==> src/rtl/deser_arbiter_if.sv <==
// deser_arbiter_if: bundles the serial front-end, deserializer and tagged-word signals of deser_arbiter.
//   slave  : arbiter side (inputs ch_data_i, ch_data_val_i, deser_data_i, deser_data_val_i;
//            outputs ch_ready_o, ser_data_o, ser_data_val_o, deser_srst_o, data_o, data_ch_o, data_val_o, timeout_o)
//   master : environment side (mirror of slave)
interface deser_arbiter_if #(
    parameter int NUM_CH         = 4,
    parameter int DATA_BUS_WIDTH = 16,
    parameter int CH_W           = $clog2(NUM_CH)
);
    logic [NUM_CH-1:0]         ch_data_i;
    logic [NUM_CH-1:0]         ch_data_val_i;
    logic [NUM_CH-1:0]         ch_ready_o;
    logic                      ser_data_o;
    logic                      ser_data_val_o;
    logic                      deser_srst_o;
    logic [DATA_BUS_WIDTH-1:0] deser_data_i;
    logic                      deser_data_val_i;
    logic [DATA_BUS_WIDTH-1:0] data_o;
    logic [CH_W-1:0]           data_ch_o;
    logic                      data_val_o;
    logic                      timeout_o;

    modport slave (
        input  ch_data_i, ch_data_val_i, deser_data_i, deser_data_val_i,
        output ch_ready_o, ser_data_o, ser_data_val_o, deser_srst_o,
               data_o, data_ch_o, data_val_o, timeout_o
    );

    modport master (
        output ch_data_i, ch_data_val_i, deser_data_i, deser_data_val_i,
        input  ch_ready_o, ser_data_o, ser_data_val_o, deser_srst_o,
               data_o, data_ch_o, data_val_o, timeout_o
    );
endinterface

==> src/rtl/deser_arbiter.sv <==
// deser_arbiter: round-robin sharing of one serial-to-parallel deserializer among NUM_CH serial sources.
//   clk_i, srst_i : clock and synchronous active-high reset
//   bus (slave)   : per-channel serial bits with valid/ready, serial bit + valid + reset toward the
//                   deserializer, its parallel word back, and the channel-tagged word plus stall-flush pulse
module deser_arbiter #(
    parameter int NUM_CH         = 4,
    parameter int DATA_BUS_WIDTH = 16,
    parameter int TIMEOUT        = 64,
    parameter int CH_W           = $clog2(NUM_CH),
    parameter int COUNTER_SIZE   = $clog2(DATA_BUS_WIDTH + 1)
) (
    input logic           clk_i,
    input logic           srst_i,
    deser_arbiter_if.slave bus
);
    localparam int ST_W = $clog2(TIMEOUT);

    typedef enum logic [1:0] {IDLE, GRANT, FLUSH} state_t;

    state_t                    state_q, state_d;
    logic [CH_W-1:0]           rr_ptr_q, rr_ptr_d;
    logic [CH_W-1:0]           grant_q, grant_d;
    logic [COUNTER_SIZE-1:0]   bit_cnt_q, bit_cnt_d;
    logic [ST_W-1:0]           stall_q, stall_d;
    logic [CH_W-1:0]           tag_q, tag_d;
    logic                      tag_valid_q, tag_valid_d;
    logic                      ser_data_q, ser_data_d;
    logic                      ser_val_q, ser_val_d;
    logic                      deser_srst_q, deser_srst_d;
    logic                      timeout_q, timeout_d;
    logic [DATA_BUS_WIDTH-1:0] data_q, data_d;
    logic [CH_W-1:0]           data_ch_q, data_ch_d;
    logic                      data_val_q, data_val_d;

    logic            found;
    logic [CH_W-1:0] pick;
    logic [CH_W-1:0] idx;
    int              sum;
    logic            beat;
    logic            last;
    logic            stall_out;
    logic            in_grant;
    logic            fire;

    // First valid channel at or after rr_ptr, wrapping around.
    always_comb begin
        found = 1'b0;
        pick  = '0;
        idx   = '0;
        sum   = 0;
        for (int i = 0; i < NUM_CH; i++) begin
            sum = int'(rr_ptr_q) + i;
            idx = CH_W'(sum >= NUM_CH ? sum - NUM_CH : sum);
            if (!found && bus.ch_data_val_i[idx]) begin
                found = 1'b1;
                pick  = idx;
            end
        end
    end

    assign in_grant  = state_q == GRANT;
    assign beat      = in_grant && bus.ch_data_val_i[grant_q];
    assign last      = beat && bit_cnt_q == COUNTER_SIZE'(DATA_BUS_WIDTH - 1);
    assign stall_out = in_grant && !beat && stall_q == ST_W'(TIMEOUT - 1);
    assign fire      = bus.deser_data_val_i && tag_valid_q;

    always_ff @(posedge clk_i) begin
        if (srst_i) begin
            state_q <= IDLE;
        end else begin
            state_q <= state_d;
        end
    end

    always_comb begin
        state_d = state_q == IDLE  ? (found ? GRANT : IDLE) :
                  state_q == GRANT ? (last ? IDLE : stall_out ? FLUSH : GRANT) :
                  IDLE;
    end

    always_comb begin
        bus.ch_ready_o = in_grant ? (NUM_CH'(1) << grant_q) : '0;
        grant_d        = (state_q == IDLE && found) ? pick : grant_q;
        rr_ptr_d       = (state_q == IDLE && found) ?
                         (int'(pick) == NUM_CH - 1 ? '0 : pick + 1'b1) : rr_ptr_q;
        bit_cnt_d      = beat ? bit_cnt_q + 1'b1 : in_grant ? bit_cnt_q : '0;
        stall_d        = in_grant ? (beat ? '0 : stall_q + 1'b1) : '0;
        ser_val_d      = beat;
        ser_data_d     = beat && bus.ch_data_i[grant_q];
        deser_srst_d   = stall_out;
        timeout_d      = stall_out;
        // A tag written in the same cycle a word returns must survive.
        tag_d          = last ? grant_q : tag_q;
        tag_valid_d    = last ? 1'b1 : fire ? 1'b0 : tag_valid_q;
        data_val_d     = fire;
        data_d         = fire ? bus.deser_data_i : '0;
        data_ch_d      = fire ? tag_q : '0;
    end

    always_ff @(posedge clk_i) begin
        if (srst_i) begin
            rr_ptr_q     <= '0;
            grant_q      <= '0;
            bit_cnt_q    <= '0;
            stall_q      <= '0;
            tag_q        <= '0;
            tag_valid_q  <= 1'b0;
            ser_data_q   <= 1'b0;
            ser_val_q    <= 1'b0;
            deser_srst_q <= 1'b1;
            timeout_q    <= 1'b0;
            data_q       <= '0;
            data_ch_q    <= '0;
            data_val_q   <= 1'b0;
        end else begin
            rr_ptr_q     <= rr_ptr_d;
            grant_q      <= grant_d;
            bit_cnt_q    <= bit_cnt_d;
            stall_q      <= stall_d;
            tag_q        <= tag_d;
            tag_valid_q  <= tag_valid_d;
            ser_data_q   <= ser_data_d;
            ser_val_q    <= ser_val_d;
            deser_srst_q <= deser_srst_d;
            timeout_q    <= timeout_d;
            data_q       <= data_d;
            data_ch_q    <= data_ch_d;
            data_val_q   <= data_val_d;
        end
    end

    assign bus.ser_data_o     = ser_data_q;
    assign bus.ser_data_val_o = ser_val_q;
    assign bus.deser_srst_o   = deser_srst_q;
    assign bus.timeout_o      = timeout_q;
    assign bus.data_o         = data_q;
    assign bus.data_ch_o      = data_ch_q;
    assign bus.data_val_o     = data_val_q;
endmodule

==> src/flat_wrapper.sv <==
// flat-port wrapper written by rule: the top's interface ports become plain ports
module deser_arbiter_flat 
#(
    parameter int NUM_CH         = 4,
    parameter int DATA_BUS_WIDTH = 16,
    parameter int TIMEOUT        = 64,
    parameter int CH_W           = $clog2(NUM_CH),
    parameter int COUNTER_SIZE   = $clog2(DATA_BUS_WIDTH + 1)
)
  (clk_i, srst_i, bus_ch_data_i, bus_ch_data_val_i, bus_deser_data_i, bus_deser_data_val_i, bus_ch_ready_o, bus_ser_data_o, bus_ser_data_val_o, bus_deser_srst_o, bus_data_o, bus_data_ch_o, bus_data_val_o, bus_timeout_o);
  deser_arbiter_if #(.NUM_CH(NUM_CH), .DATA_BUS_WIDTH(DATA_BUS_WIDTH), .CH_W(CH_W)) bus_i ();
  input logic clk_i;
  input logic srst_i;
  input wire logic [$bits(bus_i.ch_data_i)-1:0] bus_ch_data_i;
  input wire logic [$bits(bus_i.ch_data_val_i)-1:0] bus_ch_data_val_i;
  input wire logic [$bits(bus_i.deser_data_i)-1:0] bus_deser_data_i;
  input wire logic [$bits(bus_i.deser_data_val_i)-1:0] bus_deser_data_val_i;
  output wire logic [$bits(bus_i.ch_ready_o)-1:0] bus_ch_ready_o;
  output wire logic [$bits(bus_i.ser_data_o)-1:0] bus_ser_data_o;
  output wire logic [$bits(bus_i.ser_data_val_o)-1:0] bus_ser_data_val_o;
  output wire logic [$bits(bus_i.deser_srst_o)-1:0] bus_deser_srst_o;
  output wire logic [$bits(bus_i.data_o)-1:0] bus_data_o;
  output wire logic [$bits(bus_i.data_ch_o)-1:0] bus_data_ch_o;
  output wire logic [$bits(bus_i.data_val_o)-1:0] bus_data_val_o;
  output wire logic [$bits(bus_i.timeout_o)-1:0] bus_timeout_o;
  assign bus_i.ch_data_i = bus_ch_data_i;
  assign bus_i.ch_data_val_i = bus_ch_data_val_i;
  assign bus_i.deser_data_i = bus_deser_data_i;
  assign bus_i.deser_data_val_i = bus_deser_data_val_i;
  assign bus_ch_ready_o = bus_i.ch_ready_o;
  assign bus_ser_data_o = bus_i.ser_data_o;
  assign bus_ser_data_val_o = bus_i.ser_data_val_o;
  assign bus_deser_srst_o = bus_i.deser_srst_o;
  assign bus_data_o = bus_i.data_o;
  assign bus_data_ch_o = bus_i.data_ch_o;
  assign bus_data_val_o = bus_i.data_val_o;
  assign bus_timeout_o = bus_i.timeout_o;
  deser_arbiter #(.NUM_CH(NUM_CH), .DATA_BUS_WIDTH(DATA_BUS_WIDTH), .TIMEOUT(TIMEOUT), .CH_W(CH_W), .COUNTER_SIZE(COUNTER_SIZE)) u_core (.clk_i(clk_i), .srst_i(srst_i), .bus(bus_i));
endmodule
==> config.mk <==
export PLATFORM = sky130hd
export DESIGN_NAME = deser_arbiter_flat
export DESIGN_NICKNAME = d
export VERILOG_FILES = /design/src/rtl/deser_arbiter_if.sv /design/src/rtl/deser_arbiter.sv /design/src/flat_wrapper.sv
export SDC_FILE = /design/constraint.sdc
export NUM_CORES = 1
export LEC_CHECK = 0
export CORE_MARGIN = 1
export CORE_UTILIZATION = 40
export CTS_CLUSTER_SIZE = 28
export DETAILED_ROUTE_END_ITERATION = 10
export PLACE_DENSITY = 0.75
export SLEW_MARGIN = 20
export SYNTH_ARGS = -nofsm -noshare
export SYNTH_HDL_FRONTEND = slang
export SYNTH_SLANG_ARGS = --single-unit
==> constraint.sdc <==
create_clock -name clk_i -period 1.5 [get_ports clk_i]
set_input_delay 0.3 -clock clk_i [delete_from_list [all_inputs] [get_ports clk_i]]
set_output_delay 0.3 -clock clk_i [all_outputs]
set_load 0.02 [all_outputs]
# Word level (Yosys, flattened, before mapping)
# Cells that the tools add are included.
[word_totals]
out_inout_bits = 27
register_bits = 43
elab_cells = 94
in_bits = 27
[op_classes]
addsub = 10
mux = 35
n_bitwise = 2
shifts = 1
n_reduce_logical = 18
eq_ne = 5
order_cmp = 9
[ops]
columns = ["op", "count"]
rows = [
  ["2-bit 2-to-1 mux", 13],
  ["2-bit by 3-bit less-than comparator with 1-bit output, second input constant", 5],
  ["1-bit 2-to-1 mux", 13],
  ["1-bit binary-select mux with 2-bit select", 6],
  ["1-bit logical AND", 10],
  ["5-bit 2-to-1 mux", 2],
  ["3-bit >= comparator, second input constant", 3],
  ["2-bit by 1-bit subtractor with 2-bit output, second input constant", 4],
  ["2-bit by 2-bit adder with 3-bit output, second input constant", 2],
  ["6-bit by 1-bit adder with 6-bit output, second input constant", 1],
  ["6-bit == test, second input constant", 1],
  ["5-bit by 1-bit adder with 5-bit output, second input constant", 1],
  ["5-bit by 4-bit == test with 1-bit output, second input constant", 1],
  ["2-bit by 1-bit == test with 1-bit output, second input constant", 2],
  ["1-bit logical NOT", 4],
  ["4-bit 2-to-1 mux", 1],
  ["1-bit by 2-bit << shifter with 4-bit output, first input constant", 1],
  ["2-bit by 1-bit adder with 3-bit output, second input constant", 1],
  ["2-bit by 3-bit >= comparator with 1-bit output, second input constant", 1],
  ["3-bit OR reduction", 1],
  ["2-bit by 1-bit adder with 2-bit output, second input constant", 1],
  ["2-bit logical NOT", 1],
  ["2-bit by 1-bit inequality test with 1-bit output, second input constant", 1],
  ["1-bit inverter", 2],
  ["2 further kinds", 2],
]

# Longest topological paths before layout
[logic_depth]
depth_word = 16
ltp_mapped = 6
depth_no_buf = 6

# Worst setup path before layout
# Ideal clock, no wire load.
[synth_path]
kind = "reg2reg"
start = "register u_core.grant_q[0]"
end = "register u_core.bit_cnt_q[2]"
slack_ps = 38
required_ps = 1380
n_path_buf = 2
synth_period_minus_slack_ps = 1462
arrival_time_ps = 1342
stages_incl_launch_ff = 7
setup_time_ps = 120
path_cell_list = "dfxtp_1 -> buf_6 -> mux4_2 -> buf_6 -> nand2_1 -> xor2_1 -> nor2_1"
[synth_between]
elab_chain_len = 4
word_cells_on_any_way = 5
classes_between = "1 x eq/ne; 3 x mux; 1 x reduce/logical"
[synth_lines]
columns = ["element", "line_no", "source"]
rows = [
  ["start: declaration", "deser_arbiter.sv:22", "logic [CH_W-1:0] grant_q, grant_d;"],
  ["start signal: assignment", "deser_arbiter.sv:117", "grant_q <= grant_d;"],
  ["1-bit binary-select mux with 2-bit select (*)", "deser_arbiter.sv:62", "assign beat = in_grant && bus.ch_data_val_i[grant_q];"],
  ["1-bit 2-to-1 mux (implied by the code) (*)", "deser_arbiter.sv:62", ""],
  ["1-bit logical AND (*)", "deser_arbiter.sv:62", ""],
  ["2-bit by 1-bit inequality test with 1-bit output (no line) or 5-bit 2-to-1 mux (tied branches)", "-", ""],
  ["end signal: assignment", "deser_arbiter.sv:118", "bit_cnt_q <= bit_cnt_d;"],
  ["end: declaration", "deser_arbiter.sv:23", "logic [COUNTER_SIZE-1:0] bit_cnt_q, bit_cnt_d;"],
]
# Every way passes the cells marked *; elsewhere a longest branch is shown, timed or not. The select of a mux whose other input is x is not followed.
# A chain may end at the register's enable or synchronous reset.

# Final worst setup path
[layout_path]
start = "register u_core.grant_q[0]"
end = "register u_core.timeout_q (netlist: u_core.bus.timeout_o)"
[layout_between]
elab_chain_len = 6
[layout_lines]
columns = ["element", "line_no", "source"]
rows = [
  ["1-bit binary-select mux with 2-bit select", "deser_arbiter.sv:62", ""],
  ["1-bit 2-to-1 mux (implied by the code)", "deser_arbiter.sv:62", ""],
  ["1-bit logical AND", "deser_arbiter.sv:62", ""],
  ["1-bit logical NOT", "deser_arbiter.sv:64", "assign stall_out = in_grant && !beat && stall_q == ST_W'(TIMEOUT - 1);"],
  ["1-bit logical AND (2 in a row)", "deser_arbiter.sv:64", ""],
  ["end signal: assignment", "deser_arbiter.sv:125", "timeout_q <= timeout_d;"],
  ["end: declaration", "deser_arbiter.sv:30", "logic timeout_q, timeout_d;"],
]
# Every way passes these cells. The select of a mux whose other input is x is not followed.

==> reports/qor.txt <==
Hold endpoint = u_core.stall_q[0]
Crit Reg-Reg Endpoint = u_core.bus.timeout_o
Run status = finished with violations
Failing checks = setup timing
Core area = 3744 sq um
Max-slew violations = 0
Worst Skew = 0.005100 ns
Ports = 54
Non-filler cells, final = 284
Count of final hold-check violations = 0
Hold_ws = 0.4598 ns
Netlist cell types = 35
Post-synthesis sequential area ratio = 0.5413
CP endpoint kind = flip-flop
Setup Viol. Count Final = 6
GR Util met1 = 0.2121
Clk_lat worst skew = 0.29 ns
Internal power = 1.753 mW
Number of vias after detailed routing = 1342
Pleak = 1.228 nW
Gp weighted congestion = 0.9327
HP Class = reg2reg
CTS tree = yes
Slowest-stage cell, CP = mux4_2
DRT Pass-1 Iters = 4
Antenna viol nets, final = 0
Crit path required time = 1.73 ns
Synth async-reset ratio = 0
Cts hold-fix bufs = 0
Post-DP HPWL = 2.419 mm
CP cell instances = mux4_2 -> buf_6 -> inv_8 -> nand2_8 -> nor2_2
Synth Warn # = 0
Initial antenna violation count = 0
Synth area leaders = dfxtp_1 (54%), and2_1 (7.1%), nor2_1 (4.5%)
CTS Buf Count = 5
Tmin final = 1.532 ns
Iteration-0 DRC Markers = 52
Clk pwr share = 0.290
RSZ-0062 raised after global routing = yes
Worst-case clock buffer depth = 2
Combinational power share = 0.193
Mapped Area = 1590 sq um
Syn nets = 189
Area growth, synth to finish = 56.88%
CP Launch Type = flip-flop
Yosys top cell area share = 0.5413
Die width = 65.06 um
Port Buf Inserts = 53
Max Fclk = 652.9 MHz
Worst Path Buf+Inv = 2
Total Power = 2.357 mW
Clock slew at reported path FFs = 0.08 ns
DRT Wirelength = 3.578 mm
Switching Share = 0.2563
Slew @ Worst Pin = 0.4985 ns
Met2 Use GR = 0.2813
Vias in the first global route = 1232
Crit-path leading delay family = multiplexers
Synth Flop Type = dfxtp_1
Root Buffer = clkbuf_8
Largest net degree at the start of global routing = 13
Period utilization = 1.021
H-tree Lvls = 2
RR Startpoint = u_core.grant_q[0]
Diodes inserted = 0
Hold Path Depth = 1
CP Max Fanout = 7
Layout cells sized above 1 = 0.2373
PwrDens = 944.8 nW/um^2
Global route hottest layer = met2
Slowest cell delay on critical path = 0.62 ns
Final nets = 265
Post-synth EDFFs = 0
Post-Syn Instances = 159
Worst slew margin = 0.6664
Crit path DAT = 1.76 ns
Reg2reg path depth = 5
Slack of the worst reg-to-reg path = -0.03 ns
Maximum VDD drop = 0.5102 mV
Global-route wire length before repair = 5.478 mm
GR Overflow Total = 0
Post-route cell area = 2495 sq um
GR Layer Usage met3 = 0.06866
Post-placement cell area = 2283 sq um
Starting density of the core = 0.4248
#FFs+latches synth = 43
Max_cap viols = 0
DRC viols = 0
# placed instances = 273
Die ar. = 4232 sq um
Die height = 65.06 um
Total GRT Usage = 0.1787
Hold path startpoint = u_core.stall_q[0]
Reg power frac = 0.517
NetSw = 0.6042 mW
Worst Slack Setup Final = -0.03157 ns
CTS sink cnt = 43
Mean area per synthesized cell = 10.00 sq um
Kind of critical path = reg2reg
Most area-hungry cell type in the Yosys netlist = dfxtp_1
Std-Cell Rows = 22
Wire per inst = 12.60 um
Vias per cell = 4.725
==> cell type report <==
cell class	count	area, sq um
Clock inverter	1	5.005
Clock buffer	7	76.32
Timing Repair Buffer	74	665.6
Tap cell	48	60.06
Sequential cell	43	870.8
Inverter	8	37.54
Multi-Input combinational cell	103	779.5
Fill cell	316	1249
==> metrics by stage <==
stage	setup TNS, ns	utilization	setup WS [ns]
2_1_floorplan	0	-	0.03763
3_3_place_gp	-8.100	0.6100	-0.4037
3_5_place_dp	-8.981	0.6100	-0.4745
4_1_cts	-0.01588	0.6394	-0.01588
5_1_grt	-0.4251	0.6664	-0.05731
6_report	-0.08992	0.6664	-0.03157
==> worst max-delay path by stage <==
stage                           endpoint                  from  depth (start not counted)
floorplan            u_core.bit_cnt_q[2]     u_core.grant_q[0]                          6
global placement         u_core.tag_q[1]  bus_ch_data_val_i[0]                          5
detailed placement       u_core.tag_q[0]  bus_ch_data_val_i[0]                          5
CTS                    bus_ch_ready_o[2]     u_core.state_q[1]                          3
global route        u_core.bus.timeout_o     u_core.grant_q[0]                          5
finish              u_core.bus.timeout_o     u_core.grant_q[0]                          5
==> cell usage in the layout, fill, tap and decap left out, types with 2 or more instances in the layout <==
master           synthesis  final
mux2i_1                  3      3
nor2_4                   0      3
nor2_1                  19     12
buf_2                    2      2
xnor2_1                  4      4
nor2_2                   0      4
dfxtp_1                 43     39
clkbuf_8                 0      5
dlygate4sd2_1            0     21
o21ai_0                  4      4
nand2b_1                 4      3
mux4_2                   2      2
and3_1                   7      7
a21oi_1                  8      8
xor2_1                   3      3
buf_4                    0     22
nand2_1                  7      7
and2_1                  18     18
clkdlybuf4s50_1          0     22
dlymetal6s2s_1           0      6
nand3_1                  4      2
dfxtp_4                  0      2
clkbuf_1                 2      2
ha_1                     3      3
dfxtp_2                  0      2
inv_1                    6      6
==> metal layers <==
layer / share of wire / vias up
met4: 0.014 / 0
li1: - / 691
met2: 0.51 / 39
met1: 0.42 / 608
met3: 0.056 / 4
met5: 0 / -
==> kinds of logic (layout without fill, tap and decap cells) <==
kind of cell,count (synthesis),after routing,share of synthesized area
flops,43,43,0.5413
simple gates,65,65,0.2148
fa+ha+maj,3,3,0.02361
buf+inv,14,90,0.04406
xor+xnor,7,7,0.03855
mux,5,6,0.04721
compound gates,22,22,0.09049
==> synthesized netlist by cell type (3+ instances only) <==
master     n
and3_1     7
ha_1       3
a21oi_1    8
nand3_1    4
dfxtp_1   43
and2_1    18
xor2_1     3
nand2b_1   4
nand2_1    7
mux2i_1    3
xnor2_1    4
inv_1      6
nor2_1    19
o21ai_0    4
==> sequential cells by signal, indices dropped and copies added (netlist names), 2 cells and up <==
| register | count |
|---|---|
| u_core.tag_q | 2 |
| u_core.bus.data_o | 16 |
| u_core.grant_q | 2 |
| u_core.rr_ptr_q | 2 |
| u_core.state_q | 2 |
| u_core.bit_cnt_q | 5 |
| u_core.stall_q | 6 |
| u_core.bus.data_ch_o | 2 |
==> power groups by stage <==
stage	sequential, mW	clock (mW)	combinational, mW
finish	1.22	0.683	0.455
global route	1.22	0.759	0.490
CTS	1.21	0.708	0.414
detailed placement	1.24	0	0.391
global placement	1.24	0	0.387
floorplan	1.23	0	0.201
==> timing repair <==
action,CTS,global route
gates resized for setup,48,30
cloned,1,0
pin swaps,0,9
setup buffers,2,0
setup endpoints to repair,42,23
(Power assumes the default switching activity.)
